File: config.mk
export PLATFORM = sky130hd
export DESIGN_NAME = wb_port_arbiter
export DESIGN_NICKNAME = d
export VERILOG_FILES = /design/src/rtl/wb_port_arbiter.sv
export SDC_FILE = /design/constraint.sdc
export NUM_CORES = 1
export LEC_CHECK = 0
export ABC_CLOCK_PERIOD_IN_PS = 6500
export CAP_MARGIN = 15
export CORE_MARGIN = 2
export CORE_UTILIZATION = 34
export DETAILED_ROUTE_END_ITERATION = 8
export PLACE_DENSITY = 0.7
export SYNTH_ARGS = -nofsm -noshare
export SYNTH_HDL_FRONTEND = slang
export SYNTH_SLANG_ARGS = --single-unit
File: constraint.sdc
create_clock -name clk -period 6.5 [get_ports clk]
set_clock_uncertainty 0.1 [all_clocks]
set_input_delay 1.625 -clock clk [delete_from_list [all_inputs] [get_ports clk]]
set_output_delay 1.625 -clock clk [all_outputs]
set_load 0.05 [all_outputs]
File: src/rtl/wb_port_arbiter.sv
// Register-file write-port arbiter: pipeline writeback always wins, MDU results
// queue in an ordered buffer, drain into idle port cycles and are squashed on WAW.
module wb_port_arbiter #(
    parameter int DEPTH        = 2,
    parameter int STARVE_LIMIT = 4
) (
    input  logic        clk,
    input  logic        rst_n,
    input  logic        wb_regwrite,
    input  logic [4:0]  wb_writereg,
    input  logic [31:0] wb_result,
    input  logic        mdu_valid,
    output logic        mdu_ready,
    input  logic [4:0]  mdu_writereg,
    input  logic [31:0] mdu_result,
    output logic        rf_we,
    output logic [4:0]  rf_wa,
    output logic [31:0] rf_wd,
    output logic        rf_src,
    output logic        stall_req,
    output logic [31:0] pend_mask
);

    localparam int PW = (DEPTH > 1) ? $clog2(DEPTH) : 1;
    localparam int CW = $clog2(DEPTH + 1);
    localparam int SW = $clog2(STARVE_LIMIT + 1);

    logic [4:0]       buf_reg [DEPTH];
    logic [31:0]      buf_dat [DEPTH];
    logic [DEPTH-1:0] live_q, live_d, kill_vec;
    logic [PW-1:0]    head_q, tail_q;
    logic [CW-1:0]    count_q, count_d;
    logic [SW-1:0]    starve_q, starve_d;
    logic             ready_q, stall_q;

    logic             pipe_req, enq, enq_killed;
    logic             head_valid, head_live, issue, pop;

    logic             rf_we_p1, rf_src_p1;
    logic [4:0]       rf_wa_p1;
    logic [31:0]      rf_wd_p1;

    // p0: port decision, squash and buffer bookkeeping
    always_comb begin
        pipe_req   = wb_regwrite && (wb_writereg != 5'd0);
        enq        = mdu_valid && ready_q && (mdu_writereg != 5'd0);
        enq_killed = pipe_req && (mdu_writereg == wb_writereg);
        for (int i = 0; i < DEPTH; i++) begin
            kill_vec[i] = pipe_req && (buf_reg[i] == wb_writereg);
        end
        head_valid = (count_q != '0);
        // A head squashed this very cycle is already treated as dead
        head_live  = head_valid && live_q[head_q] && !kill_vec[head_q];
        issue      = head_live && !pipe_req;
        pop        = head_valid && (issue || !head_live);
    end

    always_comb begin
        live_d = live_q & ~kill_vec;
        if (pop) begin
            live_d[head_q] = 1'b0;
        end
        if (enq) begin
            live_d[tail_q] = !enq_killed;
        end
        count_d = count_q + CW'(enq) - CW'(pop);
    end

    always_comb begin
        starve_d = starve_q;
        if (!head_live || issue) begin
            starve_d = '0;
        end else if (pipe_req && (starve_q != SW'(STARVE_LIMIT))) begin
            starve_d = starve_q + SW'(1);
        end
    end

    always_comb begin
        pend_mask = '0;
        for (int i = 0; i < DEPTH; i++) begin
            if (live_q[i]) begin
                pend_mask[buf_reg[i]] = 1'b1;
            end
        end
        pend_mask[0] = 1'b0;
    end

    always_ff @(posedge clk) begin
        if (enq) begin
            buf_reg[tail_q] <= mdu_writereg;
            buf_dat[tail_q] <= mdu_result;
        end
    end

    always_ff @(posedge clk or negedge rst_n) begin
        if (!rst_n) begin
            live_q   <= '0;
            head_q   <= '0;
            tail_q   <= '0;
            count_q  <= '0;
            starve_q <= '0;
            ready_q  <= 1'b0;
            stall_q  <= 1'b0;
        end else begin
            live_q   <= live_d;
            count_q  <= count_d;
            starve_q <= starve_d;
            ready_q  <= (count_d < CW'(DEPTH));
            stall_q  <= (starve_d == SW'(STARVE_LIMIT));
            if (pop) begin
                head_q <= head_q + PW'(1);
            end
            if (enq) begin
                tail_q <= tail_q + PW'(1);
            end
        end
    end

    // p1: registered register-file write
    always_ff @(posedge clk or negedge rst_n) begin
        if (!rst_n) begin
            rf_we_p1  <= 1'b0;
            rf_src_p1 <= 1'b0;
            rf_wa_p1  <= '0;
            rf_wd_p1  <= '0;
        end else begin
            rf_we_p1  <= pipe_req || issue;
            rf_src_p1 <= issue && !pipe_req;
            if (pipe_req) begin
                rf_wa_p1 <= wb_writereg;
                rf_wd_p1 <= wb_result;
            end else if (issue) begin
                rf_wa_p1 <= buf_reg[head_q];
                rf_wd_p1 <= buf_dat[head_q];
            end else begin
                rf_wa_p1 <= '0;
                rf_wd_p1 <= '0;
            end
        end
    end

    assign rf_we     = rf_we_p1;
    assign rf_src    = rf_src_p1;
    assign rf_wa     = rf_wa_p1;
    assign rf_wd     = rf_wd_p1;
    assign mdu_ready = ready_q;
    assign stall_req = stall_q;

endmodule

==> flow_summary.json <==
{
  "status": "finished, final reports clean",
  "seq_area_frac_synth_pct": 65.5,
  "final-setup-viol-count": 0,
  "synth_top_family_by_area": "compound AO/OA/AOI/OAI gates",
  "p_total_mw": 2.94,
  "drt-vias-per-instance": 5.09,
  "required_ns": 4.78,
  "dp_hpwl_mm": 8.64,
  "clkSinkCount": 124,
  "syn_inst": 401,
  "finalCriticalPeriod_ns": 4.27,
  "synthAdderAreaFrac_pct": 0.944,
  "antenna_found_initial": 0,
  "worstMarginPinSlew_ns": 1.02,
  "cp-start-kind": "flop",
  "min-delay-start": "tail_q",
  "numPlacedInstances": 714,
  "grt_max_degree": 70,
  "cts_inserted_buffers": 17,
  "hold_depth": 1,
  "die_h_um": 129,
  "drtPass1Iterations": 4,
  "drtAntennaViolNets": 0,
  "leakagePower_nw": 2.82,
  "antennaDiodeCount": 0,
  "post_cts_resized": 0,
  "drive_above_1_share_pct": 8.24,
  "syn-cell-area_um2": 5300,
  "dieArea_um2": 16600,
  "crit_path_max_fanout": 7,
  "area_growth_pct": 41.3,
  "endpoint_kind": "output port",
  "critPathMaxStageDelay_ns": 0.84,
  "slew_headroom_pct": 31.4,
  "reg2reg_from": "buf_reg[0][4]",
  "overflow": 0,
  "avgSynthCellArea_um2": 13.2,
  "io_pins": 151,
  "drc": 0,
  "final_util_pct": 49.3,
  "cp_top_family": "buffers and inverters",
  "cts_hold_buffers": 0,
  "wl_per_cell_um": 17.0,
  "max_freq_ghz": 0.234,
  "synthSimpleGateAreaFrac_pct": 8.80,
  "crit_type": "reg -> out",
  "htree_num_levels": 4,
  "finalCritPeriodShare_pct": 65.7,
  "grt_pass1_wl_mm": 19.7,
  "cp_cell_sequence": "or3b_2, o22ai_1, clkdlybuf4s50_1",
  "cts_root_buf": "clkbuf_16",
  "ys_types": 38,
  "ys_warn_count": 0,
  "rsz0062_at_grt": "no",
  "cts_tree": "done",
  "ys_ff_latch": 124,
  "hold_path.class": "reg -> reg",
  "grt_pass1_vias": 3914,
  "cts_setup_buffers": 0,
  "layout.nets": 627,
  "crit_buf_inv": 1,
  "peakVddDrop_mv": 0.187,
  "std_cell_rows": 45,
  "hold_viol": 0,
  "fin_cells": 746,
  "cap_violations": 0,
  "grt_usage_pct": 15.7,
  "syn_nets": 483,
  "start_util_pct": 34.9,
  "place.gp.congestion": 0.879,
  "clk_latency_ns": 0.40,
  "slowest_stage": "clkdlybuf4s50_1",
  "dr_total_vias": 3797,
  "setup_tns_ns": 0,
  "io_buffers": 149,
  "synth_top_area_share_pct": 41.9,
  "synthMuxAreaShare_pct": 7.39,
  "layout_commonest_cell": "clkdlybuf4s50_1",
  "synthTopCellsByArea": "edfxtp_1 42%, dfrtp_1 24%, mux2i_1 7.2%, o31ai_1 4.7%, o22ai_1 3.8%",
  "path_clk_slew_ns": 0.06,
  "rr_worst_depth": 11,
  "routed_wirelength_mm": 12.7,
  "yosys.area.top_type": "edfxtp_1",
  "core_um2": 15200,
  "hold_end": "tail_q",
  "largest_reg_flops": 64,
  "layout_common_cells": "148 x clkdlybuf4s50_1, 74 x edfxtp_1, 49 x dfrtp_1",
  "fin_hold_ws_ns": 0.386,
  "maxSlewViolCount": 0,
  "rr_endpoint": "count_q[1]",
  "synth_compound_area_share_pct": 10.7,
  "ctsLongestPathBuffers": 2,
  "power_density_nw_per_um2": 392,
  "synth_xor_area_share_pct": 3.14,
  "die_w_um": 129,
  "r2r_slack_ns": 3.70,
  "worstPathArrival_ns": 2.54,
  "drt-initial-drc-count": 155
}
==> worst max path at each step <==
stage	start	to	cells past startpoint
2_1_floorplan	wb_writereg[1]	count_q[1]	11
3_3_place_gp	wb_writereg[1]	count_q[1]	12
3_5_place_dp	wb_writereg[1]	count_q[1]	12
4_1_cts	live_q[0]	pend_mask[24]	4
5_1_grt	wb_writereg[1]	count_q[1]	12
6_report	buf_reg[1][0]	pend_mask[24]	3
==> final cells by class <==
| cell class | instances | area, µm² |
|---|---|---|
| fillers | 1324 | 7710 |
| clock buffers | 20 | 457 |
| flip-flops and latches | 124 | 3470 |
| well taps | 188 | 235 |
| inverters | 10 | 37.5 |
| clock inverters | 12 | 119 |
| repair buffers | 152 | 1510 |
| multi-input cells | 240 | 1660 |
==> per-stage QoR <==
step | instance area (µm²) | setup WS [ns]
floorplan | 5300 | 2.65
global placement | 6910 | 1.98
CTS | 7490 | 2.22
detailed placement | 6910 | 1.89
finish | 7490 | 2.23
global route | 7490 | 2.04
==> cells by family (layout without fill, tap and decap cells) <==
logic type | after synthesis | count (layout)
adder cells (fa/ha/maj) | 4 | 4
XOR/XNOR | 19 | 19
AO/OA/AOI/OAI | 82 | 82
AND/OR/NAND/NOR | 95 | 95
flip-flops | 124 | 124
buffers and inverters | 37 | 194
other | 1 | 1
multiplexers | 39 | 39
==> cell usage after synthesis <==
library cell	n
or3b_2	4
and2b_1	1
a211oi_1	1
nor2_1	11
dfrtp_1	50
nand4_1	1
clkbuf_1	17
buf_1	1
a32oi_2	1
o21ai_0	8
or4_4	1
conb_1	1
edfxtp_1	74
nand2_1	48
buf_6	5
o22ai_1	32
mux2_2	1
mux2i_1	38
o211a_1	1
xnor2_1	7
o21a_1	1
o21ai_2	1
nor3_1	1
or3_1	4
buf_4	1
nand3b_1	10
nor4_1	3
o21ai_1	1
nor3b_1	1
a31oi_1	2
nand3_1	7
inv_1	10
nand2b_1	3
o31ai_1	33
ha_1	4
xor2_1	12
buf_2	3
o311a_1	1
==> power by group <==
| group | internal (mW) | switching [mW] | total (mW) |
|---|---|---|---|
| registers | 1.02 | 0.0834 | 1.10 |
| clock network | 0.581 | 0.328 | 0.909 |
| logic | 0.328 | 0.601 | 0.930 |
==> per-layer routing <==
| metal | track usage (%) | vias to the layer above | routed length [µm] |
|---|---|---|---|
| li1 | - | 1786 | - |
| met1 | 18.0 | 1840 | 5280 |
| met2 | 27.1 | 150 | 6390 |
| met3 | 4.45 | 21 | 744 |
| met4 | 7.61 | 0 | 259 |
| met5 | 0 | - | 0 |
==> worst register-to-register path, delay by kind of cell, from the launching register on <==
kind / cells / cell delay [ns]
AOI/OAI and AO/OA: 2 / 0.48
xor gates and xnor gates: 3 / 0.54
adders and majority gates: 2 / 0.36
buffers and inverters: 2 / 0.12
DFF: 1 / 0.53
and+or+nand+nor: 2 / 0.57
No activity file was read; power rests on OpenSTA's default activity.
